--- config.mk ---
export PLATFORM = sky130hd
export DESIGN_NAME = max_track_scan_ctrl_flat
export DESIGN_NICKNAME = d
export VERILOG_FILES = /design/src/rtl/max_track_scan_ctrl_pkg.sv /design/src/rtl/max_track_scan_ctrl_if.sv /design/src/rtl/max_track_scan_ctrl_settle_timer.sv /design/src/rtl/max_track_scan_ctrl.sv /design/src/flat_wrapper.sv
export SDC_FILE = /design/constraint.sdc
export NUM_CORES = 1
export LEC_CHECK = 0
export BUFFER_PORTS_ARGS = -buffer_cell sky130_fd_sc_hd__buf_4
export CAP_MARGIN = 10
export CORE_MARGIN = 4
export CORE_UTILIZATION = 30
export CTS_CLUSTER_DIAMETER = 120
export DETAILED_ROUTE_END_ITERATION = 12
export PLACE_DENSITY_LB_ADDON = 0.25
export SLEW_MARGIN = 20
export SYNTH_ARGS = -nofsm -noshare
export SYNTH_HDL_FRONTEND = slang
export SYNTH_SLANG_ARGS = --single-unit
--- constraint.sdc ---
create_clock -name i_clk -period 2.15 [get_ports i_clk]
set_clock_uncertainty 0.15 [all_clocks]
set_input_delay 0.215 -clock i_clk [delete_from_list [all_inputs] [get_ports i_clk]]
set_output_delay 0.215 -clock i_clk [all_outputs]
set_load 0.01 [all_outputs]
--- src/rtl/max_track_scan_ctrl_pkg.sv ---
// Shared types and defaults for the max-power-point scan controller,
// its ADC front end and the max-voltage comparator.
package max_track_pkg;

  localparam int DATA_W_D = 12;
  localparam int POS_W_D  = 8;

  typedef enum logic [2:0] {
    S_IDLE,
    S_SETTLE,
    S_CONV,
    S_WAIT,
    S_CMP,
    S_STEP,
    S_PARK,
    S_SETTLE_P
  } state_t;

  function automatic int cnt_w(input int a, input int b);
    int m;
    m = (a > b) ? a : b;
    return $clog2(m + 1);
  endfunction

endpackage

--- src/rtl/max_track_scan_ctrl_if.sv ---
// Bundle between the scan controller and the ADC, max register and
// servo driver; master is the surrounding system, slave the controller.
interface max_track_scan_ctrl_if #(
  parameter int DATA_W = 12,
  parameter int POS_W  = 8
);

  logic              start;
  logic              abort;
  logic [DATA_W-1:0] adc_data;
  logic              adc_valid;
  logic [DATA_W-1:0] lv;
  logic              adc_start;
  logic              gt;
  logic [DATA_W-1:0] pv;
  logic [POS_W-1:0]  pos;
  logic [POS_W-1:0]  best_pos;
  logic              busy;
  logic              done;
  logic              err;

  modport slave (
    input  start, abort, adc_data, adc_valid, lv,
    output adc_start, gt, pv, pos, best_pos,
    output busy, done, err
  );

  modport master (
    output start, abort, adc_data, adc_valid, lv,
    input  adc_start, gt, pv, pos, best_pos,
    input  busy, done, err
  );

endinterface

--- src/rtl/max_track_scan_ctrl_settle_timer.sv ---
// Loadable down counter; o_tc is high once the loaded
// number of cycles has elapsed and stays high until reloaded.
module settle_timer #(
  parameter int W = 16
) (
  input  logic         i_clk,
  input  logic         i_rst_n,
  input  logic         i_load,
  input  logic [W-1:0] i_val,
  output logic         o_tc
);

  logic [W-1:0] r_cnt;

  always_ff @(posedge i_clk or negedge i_rst_n) begin
    if (!i_rst_n) begin
      r_cnt <= '0;
    end else if (i_load) begin
      r_cnt <= i_val - 1'b1;
    end else if (r_cnt != '0) begin
      r_cnt <= r_cnt - 1'b1;
    end
  end

  assign o_tc = (r_cnt == '0);

endmodule

--- src/rtl/max_track_scan_ctrl.sv ---
// Sweeps the actuator, samples panel voltage at each step and
// parks on the position that produced the largest sample.
module max_track_scan_ctrl
  import max_track_pkg::*;
#(
  parameter int DATA_W     = DATA_W_D,
  parameter int POS_W      = POS_W_D,
  parameter int POS_MIN    = 0,
  parameter int POS_MAX    = 180,
  parameter int POS_STEP   = 4,
  parameter int SETTLE_CYC = 50000,
  parameter int ADC_TO     = 1024,
  parameter int THRESH     = 4
) (
  input  logic                  i_clk,
  input  logic                  i_rst_n,
  max_track_scan_ctrl_if.slave  io_bus
);

  localparam int TW = cnt_w(SETTLE_CYC, ADC_TO);

  localparam logic [TW-1:0]     L_SET = TW'(SETTLE_CYC);
  localparam logic [TW-1:0]     L_TO  = TW'(ADC_TO);
  localparam logic [POS_W-1:0]  L_MIN = POS_W'(POS_MIN);
  localparam logic [POS_W:0]    L_MAX = (POS_W+1)'(POS_MAX);
  localparam logic [POS_W:0]    L_STP = (POS_W+1)'(POS_STEP);
  localparam logic [DATA_W:0]   L_TH  = (DATA_W+1)'(THRESH);

  state_t            r_state;
  state_t            w_nxt;
  logic [POS_W-1:0]  r_pos;
  logic [POS_W-1:0]  r_best;
  logic [DATA_W-1:0] r_pv;
  logic              r_busy;
  logic              r_done;
  logic              r_err;
  logic              r_first;

  logic              w_tc;
  logic              w_load;
  logic [TW-1:0]     w_lval;
  logic              w_adc_start;
  logic              w_gt;
  logic              w_accept;
  logic              w_sample;
  logic              w_timeout;
  logic              w_step;
  logic              w_finish;
  logic              w_new;
  logic [POS_W:0]    w_next_pos;

  settle_timer #(.W(TW)) u_tmr (
    .i_clk   (i_clk),
    .i_rst_n (i_rst_n),
    .i_load  (w_load),
    .i_val   (w_lval),
    .o_tc    (w_tc)
  );

  // Widened by one bit so neither sum can wrap into a false pass
  assign w_next_pos = {1'b0, r_pos} + L_STP;
  assign w_new = r_first |
    ({1'b0, r_pv} > ({1'b0, io_bus.lv} + L_TH));

  always_comb begin
    w_nxt       = r_state;
    w_load      = 1'b0;
    w_lval      = L_SET;
    w_adc_start = 1'b0;
    w_gt        = 1'b0;
    w_accept    = 1'b0;
    w_sample    = 1'b0;
    w_timeout   = 1'b0;
    w_step      = 1'b0;
    w_finish    = 1'b0;
    unique case (r_state)
      S_IDLE: begin
        if (io_bus.start && !io_bus.abort) begin
          w_accept = 1'b1;
          w_load   = 1'b1;
          w_nxt    = S_SETTLE;
        end
      end
      S_SETTLE: begin
        if (io_bus.abort) w_nxt = S_PARK;
        else if (w_tc)    w_nxt = S_CONV;
      end
      S_CONV: begin
        if (io_bus.abort) begin
          w_nxt = S_PARK;
        end else begin
          w_adc_start = 1'b1;
          w_load      = 1'b1;
          w_lval      = L_TO;
          w_nxt       = S_WAIT;
        end
      end
      S_WAIT: begin
        if (io_bus.abort) begin
          w_nxt = S_PARK;
        end else if (io_bus.adc_valid) begin
          w_sample = 1'b1;
          w_nxt    = S_CMP;
        end else if (w_tc) begin
          w_timeout = 1'b1;
          w_nxt     = S_STEP;
        end
      end
      S_CMP: begin
        if (io_bus.abort) begin
          w_nxt = S_PARK;
        end else begin
          w_gt  = w_new;
          w_nxt = S_STEP;
        end
      end
      S_STEP: begin
        if (io_bus.abort) begin
          w_nxt = S_PARK;
        end else if (w_next_pos <= L_MAX) begin
          w_step = 1'b1;
          w_load = 1'b1;
          w_nxt  = S_SETTLE;
        end else begin
          w_nxt = S_PARK;
        end
      end
      S_PARK: begin
        w_load = 1'b1;
        w_nxt  = S_SETTLE_P;
      end
      S_SETTLE_P: begin
        if (w_tc) begin
          w_finish = 1'b1;
          w_nxt    = S_IDLE;
        end
      end
      default: w_nxt = S_IDLE;
    endcase
  end

  always_ff @(posedge i_clk or negedge i_rst_n) begin
    if (!i_rst_n) begin
      r_state <= S_IDLE;
      r_pos   <= L_MIN;
      r_best  <= L_MIN;
      r_pv    <= '0;
      r_busy  <= 1'b0;
      r_done  <= 1'b0;
      r_err   <= 1'b0;
      r_first <= 1'b1;
    end else begin
      r_state <= w_nxt;
      r_done  <= w_finish;
      if (w_accept) begin
        r_pos   <= L_MIN;
        r_busy  <= 1'b1;
        r_err   <= 1'b0;
        r_first <= 1'b1;
      end
      if (w_sample)  r_pv <= io_bus.adc_data;
      if (w_timeout) r_err <= 1'b1;
      if (w_gt) begin
        r_best  <= r_pos;
        r_first <= 1'b0;
      end
      if (w_step) r_pos <= w_next_pos[POS_W-1:0];
      // First still set means no sample landed; stay where we are
      if (r_state == S_PARK && !r_first) r_pos <= r_best;
      if (w_finish) r_busy <= 1'b0;
    end
  end

  assign io_bus.adc_start = w_adc_start;
  assign io_bus.gt        = w_gt;
  assign io_bus.pv        = r_pv;
  assign io_bus.pos       = r_pos;
  assign io_bus.best_pos  = r_best;
  assign io_bus.busy      = r_busy;
  assign io_bus.done      = r_done;
  assign io_bus.err       = r_err;

endmodule
--- src/flat_wrapper.sv ---
// flat-port wrapper written by rule: the top's interface ports become plain ports
module max_track_scan_ctrl_flat import max_track_pkg::*;
#(
  parameter int DATA_W     = DATA_W_D,
  parameter int POS_W      = POS_W_D,
  parameter int POS_MIN    = 0,
  parameter int POS_MAX    = 180,
  parameter int POS_STEP   = 4,
  parameter int SETTLE_CYC = 50000,
  parameter int ADC_TO     = 1024,
  parameter int THRESH     = 4
)
  (i_clk, i_rst_n, io_bus_start, io_bus_abort, io_bus_adc_data, io_bus_adc_valid, io_bus_lv, io_bus_adc_start, io_bus_gt, io_bus_pv, io_bus_pos, io_bus_best_pos, io_bus_busy, io_bus_done, io_bus_err);
  max_track_scan_ctrl_if #(.DATA_W(DATA_W), .POS_W(POS_W)) io_bus_i ();
  input  logic i_clk;
  input  logic i_rst_n;
  input wire logic [$bits(io_bus_i.start)-1:0] io_bus_start;
  input wire logic [$bits(io_bus_i.abort)-1:0] io_bus_abort;
  input wire logic [$bits(io_bus_i.adc_data)-1:0] io_bus_adc_data;
  input wire logic [$bits(io_bus_i.adc_valid)-1:0] io_bus_adc_valid;
  input wire logic [$bits(io_bus_i.lv)-1:0] io_bus_lv;
  output wire logic [$bits(io_bus_i.adc_start)-1:0] io_bus_adc_start;
  output wire logic [$bits(io_bus_i.gt)-1:0] io_bus_gt;
  output wire logic [$bits(io_bus_i.pv)-1:0] io_bus_pv;
  output wire logic [$bits(io_bus_i.pos)-1:0] io_bus_pos;
  output wire logic [$bits(io_bus_i.best_pos)-1:0] io_bus_best_pos;
  output wire logic [$bits(io_bus_i.busy)-1:0] io_bus_busy;
  output wire logic [$bits(io_bus_i.done)-1:0] io_bus_done;
  output wire logic [$bits(io_bus_i.err)-1:0] io_bus_err;
  assign io_bus_i.start = io_bus_start;
  assign io_bus_i.abort = io_bus_abort;
  assign io_bus_i.adc_data = io_bus_adc_data;
  assign io_bus_i.adc_valid = io_bus_adc_valid;
  assign io_bus_i.lv = io_bus_lv;
  assign io_bus_adc_start = io_bus_i.adc_start;
  assign io_bus_gt = io_bus_i.gt;
  assign io_bus_pv = io_bus_i.pv;
  assign io_bus_pos = io_bus_i.pos;
  assign io_bus_best_pos = io_bus_i.best_pos;
  assign io_bus_busy = io_bus_i.busy;
  assign io_bus_done = io_bus_i.done;
  assign io_bus_err = io_bus_i.err;
  max_track_scan_ctrl #(.DATA_W(DATA_W), .POS_W(POS_W), .POS_MIN(POS_MIN), .POS_MAX(POS_MAX), .POS_STEP(POS_STEP), .SETTLE_CYC(SETTLE_CYC), .ADC_TO(ADC_TO), .THRESH(THRESH)) u_core (.i_clk(i_clk), .i_rst_n(i_rst_n), .io_bus(io_bus_i));
endmodule
# Word-level counts from Yosys, hierarchy flattened
# Index checks and enable logic that the tools add are counted.
# word_totals
ff_bits,51
inputBits,29
elab_cells,82
# op_classes
bitwise,1
n_addsub,4
order_cmp,2
mux,42
reduce_logical,13
n_eq_ne,11
# op_table
op,n
$mux W16,4
$sub A16 B1 Y16 const B,2
$mux W3,10
$mux W8,3
$pmux W3 S8,1
$mux W1,22
$logic_not A16 Y1,1
$reduce_bool A16 Y1,1
$add A12 B3 Y13 const B,1
$gt A12 B13 Y1,1
$eq A3 B3 Y1 const B,4
$add A8 B3 Y9 const B,1
$le A9 B8 Y1 const B,1
$reduce_bool A2 Y1,4
$eq A3 B2 Y1 const B,2
$ne A4 B4 Y1 const B,1
$pmux W1 S4,1
$reduce_and A4 Y1,1
$eq A3 B1 Y1 const B,1
$logic_not A3 Y1,1
$ne A3 B3 Y1 const B,1
$reduce_bool A3 Y1,1
$logic_and A1 B1 Y1,2
$logic_not A1 Y1,2
other kinds (4),4

# Logic depth before layout (Yosys ltp)
# logic_depth
ltp_word,7
depth_mapped,12
mapped_depth_nobuf,12

# Cells and area by module
# From an unflattened synthesis, not the netlist that was laid out.
# hier_totals
cells_unflattened,349
hier_area_um2,3392.0
# modules_own_cells
module,cells_per_inst,area_each_um2,instances,seq_area_each_um2
max_track_scan_ctrl,220,2194.6,1,877.1
settle_timer,129,1197.4,1,400.4

# Worst setup path after synthesis
# OpenSTA, ideal clock, no wires.
# synth_path
kind,input -> register
from,input port io_bus_lv[2]
to,register u_core.r_best[0] (netlist: u_core.io_bus.best_pos[0])
path_buffers,0
arrival_ps,2393
path_slack_ps,-518
setup_time_ps,125
stages,12
path_cell_list,ha_1 -> nand2_1 -> nor2_1 -> nand3_1 -> xor2_1 -> ha_1 -> nand4_1 -> nor3_1 -> a31oi_1 -> o2111ai_1 -> a21oi_2 -> mux2_2
# synth_between
elab_chain_cells,5
# synth_lines
element,line_no,rtl
from (decl),flat_wrapper.sv:21,input wire logic [$bits(io_bus_i.lv)-1:0] io_bus_lv;
$add A12 B3 Y13,max_track_scan_ctrl.sv:63,"({1'b0, r_pv} > ({1'b0, io_bus.lv} + L_TH));"
$gt A12 B13 Y1,max_track_scan_ctrl.sv:63,
$or A1 B1 Y1,max_track_scan_ctrl.sv:62,assign w_new = r_first |
$mux W1,max_track_scan_ctrl.sv:110,if (io_bus.abort) begin
$mux W1,max_track_scan_ctrl.sv:76,unique case (r_state)
via io_bus_gt,flat_wrapper.sv:23,output wire logic [$bits(io_bus_i.gt)-1:0] io_bus_gt;
to (signal assigned),max_track_scan_ctrl.sv:164,r_best <= r_pos;
to (decl),max_track_scan_ctrl.sv:32,logic [POS_W-1:0] r_best;
# The timed path passes the listed nets, and every way through them passes these cells.
# A chain may end at the register's enable or synchronous reset.

# Worst setup path after layout
# layout_path
from,input port io_bus_lv[2]
to,output port io_bus_gt
# layout_between
elab_chain_cells,5
# layout_lines
element,line_no
$add A12 B3 Y13,max_track_scan_ctrl.sv:63
$gt A12 B13 Y1,max_track_scan_ctrl.sv:63
$or A1 B1 Y1,max_track_scan_ctrl.sv:62
$mux W1,max_track_scan_ctrl.sv:110
$mux W1,max_track_scan_ctrl.sv:76
to (decl),flat_wrapper.sv:23
# Every way passes these cells.

==> impl_metrics.env <==
export IMPL_core_area_mm2=0.009240
export IMPL_reg2reg_depth=7
export IMPL_postSynthCellCount=276
export IMPL_clock_latency_ns=0.32
export IMPL_root_buffer="clkbuf_8"
export IMPL_cts_sinks=51
export IMPL_cp_arrival_ns=2.03
export IMPL_io_pins=62
export IMPL_synth_edff_count=0
export IMPL_critical_path_required_ns=1.78
export IMPL_vias=2609
export IMPL_crit_fanout=4
export IMPL_failed_checks="setup timing"
export IMPL_grt_usage_pct=14.03
export IMPL_postRouteAntennaNets=0
export IMPL_wire_per_inst_um=13.81
export IMPL_syn2layout_area_growth_pct=63.99
export IMPL_h_tree_depth=2
export IMPL_peakVddDrop_mv=0.3973
export IMPL_fmax_mhz=417.1
export IMPL_synthFlopType="dfrtp_1"
export IMPL_fin_area_mm2=0.004678
export IMPL_row_count=35
export IMPL_syn_cell_area_mm2=0.002853
export IMPL_firstDrtPassIters=4
export IMPL_layout_setup_ws_ns=-0.2477
export IMPL_syn_num_nets=320
export IMPL_setup_tns_ns=-3.623
export IMPL_final_core_util_pct=50.63
export IMPL_gp_congestion=0.8229
export IMPL_syn_area_per_cell_um2=10.34
export IMPL_crit_path_start_kind="input pin"
export IMPL_die_area_mm2=0.01113
export IMPL_die_w_um=105.5
export IMPL_nNetsFinal=473
export IMPL_ys_seq_elements=51
export IMPL_yosys_area_top_type="dfrtp_1"
export IMPL_r2r_end="u_core.io_bus.pos[6]"
export IMPL_ys_warn_count=0
export IMPL_drive_gt1_share_pct=53.26
export IMPL_via_per_inst=4.667
export IMPL_final_common_cell="buf_4"
export IMPL_dieHeight_um=105.5
export IMPL_wirelength_um=7717
export IMPL_seq_area_mm2=0.001280
export IMPL_yosys_top_cells_area="dfrtp_1, mux2_2, ha_1"
export IMPL_stdcell_count=559
export IMPL_initial_core_util_pct=30.87
export IMPL_hold_depth=3
export IMPL_holdPathEnd="u_core.io_bus.err"
export IMPL_cts_tree="done"
export IMPL_grt_pass1_wl_um=12800
export IMPL_worst_slew_pin_slew_ns=0.6599
export IMPL_power_density_mw_per_mm2=764.6
export IMPL_slew_viol_final=0
export IMPL_setup_viol=32
export IMPL_min_period_ns=2.398
export IMPL_status="finished with violations"
export IMPL_hp_class="in2reg"
export IMPL_critPathKind="in2out"
export IMPL_hold_start="io_bus_adc_valid"
export IMPL_critPathCaptureType="output pin"
export IMPL_synth_top_cell_area_share_pct=43.86
export IMPL_maxCapViolCount=0
export IMPL_hold_violations=0
export IMPL_multiInputGateArea_mm2=0.001834
export IMPL_total_power_mw=3.577
export IMPL_grt_pass1_vias=2677
export IMPL_rsz0062_at_grt="true"
export IMPL_place_ws_ns=-0.5547
export IMPL_fin_crit_sh_pct=111.5
export IMPL_grt_max_degree=52
export IMPL_final_cell_mix="buf_4, dfrtp_1, nor2_1, dlygate4sd3_1"
export IMPL_yosysSeqAreaShare_pct=44.78
export IMPL_relSlewSlack_pct=56.00
export IMPL_clkTransAtPathRegs_ns=0.08
export IMPL_async_flop_share_pct=100.0
export IMPL_drt_iter0_markers=145
export IMPL_dp_cells=519
export IMPL_remaining_drc_errors=0
export IMPL_p_leak_nw=2.198
export IMPL_holdWs_ns=0.1299
export IMPL_grt_ovfl_total=0
export IMPL_r2r_setup_slack_ns=-0.19
export IMPL_io_buffers=61
export IMPL_dp_hpwl_um=5403
export IMPL_n_antenna_cell=0
export IMPL_synth_cell_types=59
export IMPL_place_area_mm2=0.004039
export IMPL_clockBufferDepth=2
export IMPL_cts_buffers=5
export IMPL_n_fill_cell=837
export IMPL_crit_reg2reg_launch="u_core.io_bus.pos[3]"
export IMPL_antenna_found_initial=0
[report_power, final]
| group | leakage, nW | internal, mW | switching (mW) | total (mW) |
|---|---|---|---|---|
| clock | 0.0548 | 0.351 | 0.351 | 0.702 |
| combinational | 1.50 | 0.880 | 0.623 | 1.50 |
| sequential | 0.645 | 1.19 | 0.185 | 1.37 |
| total | 2.20 | 2.42 | 1.16 | 3.58 |
[repair_timing]
action / in CTS / in global routing
setup endpoints to repair: 31 / 36
cloned: 1 / 0
resized for setup: 36 / 32
buffers inserted: 13 / 8
hold endpoints to repair: 62 / 0
hold buffers: 13 / 0
pin swaps: 23 / 22
[routing by layer]
layer / up-vias / GRT usage, % / part of all wire [%]
li1: 1317 / - / -
met1: 1236 / 19.16 / 47
met2: 52 / 22.86 / 48
met3: 4 / 3.062 / 3.9
met4: 0 / 3.053 / 0.95
met5: - / 0 / 0
[critical path, cell delays in order]
cell       delay [ns]
buf_8            0.08
ha_4             0.15
nand2_4          0.05
nor2_4           0.13
nand3_2          0.08
xor2_1           0.15
ha_1             0.31
nand4_1          0.10
nor3_2           0.06
a31oi_2          0.19
o2111ai_2        0.16
a21oi_4          0.23
buf_6            0.13
[worst max-delay path by stage]
| stage | start | to | slack (ns) | cells past startpoint |
|---|---|---|---|---|
| 4_1_cts | io_bus_lv[3] | io_bus_gt | -0.31 | 15 |
| 6_report | io_bus_lv[2] | io_bus_gt | -0.25 | 13 |
| 3_3_place_gp | io_bus_lv[2] | u_core.io_bus.best_pos[2] | -0.50 | 14 |
| 5_1_grt | io_bus_lv[2] | io_bus_gt | -0.42 | 13 |
| 2_1_floorplan | io_bus_lv[2] | u_core.io_bus.best_pos[0] | -0.36 | 12 |
| 3_5_place_dp | io_bus_lv[2] | u_core.io_bus.best_pos[5] | -0.55 | 14 |
[synthesized netlist by cell type, types with 3 or more instances]
cell,number
nand2b_1,3
xnor2_1,8
o21ai_0,15
a21oi_1,14
nor4_1,4
nor2_1,26
inv_1,7
dfrtp_1,50
mux2_2,20
nand3_1,10
or3_1,4
clkbuf_1,4
a22o_1,3
nor3_1,11
and3_1,3
ha_1,15
nand4_1,4
nand2_1,15
xor2_1,9
[final cells by class]
cell class                 count  area share (%)
multi-input combinational    210           39.21
sequential                    51           27.36
timing repair buffer         154           26.96
tap                          129           3.450
clock buffer                   5           1.471
clock inverter                 3          0.9896
inverter                       7          0.5616
[cell families (layout without fill, tap and decap cells)]
| logic type | Yosys count | in the layout | share of synthesized area (%) |
|---|---|---|---|
| AO/OA/AOI/OAI | 60 | 60 | 14.43 |
| XOR/XNOR | 17 | 17 | 5.220 |
| adder cells (fa/ha/maj) | 15 | 15 | 6.579 |
| buffers and inverters | 15 | 169 | 2.105 |
| flip-flops | 51 | 51 | 44.78 |
| multiplexers | 23 | 23 | 9.123 |
| AND/OR/NAND/NOR | 95 | 95 | 17.76 |
[sequential cells by signal, summed over array words and instances, names as in the netlist]
| signal | cells |
|---|---|
| u_core.r_first | 1 |
| u_core.u_tmr.r_cnt | 16 |
| u_core.r_state | 3 |
| u_core.io_bus.busy | 1 |
| u_core.io_bus.pv | 12 |
| u_core.io_bus.done | 1 |
| u_core.io_bus.best_pos | 8 |
| u_core.io_bus.err | 1 |
| u_core.io_bus.pos | 8 |
Note: power is estimated with default switching activity, not from simulation.
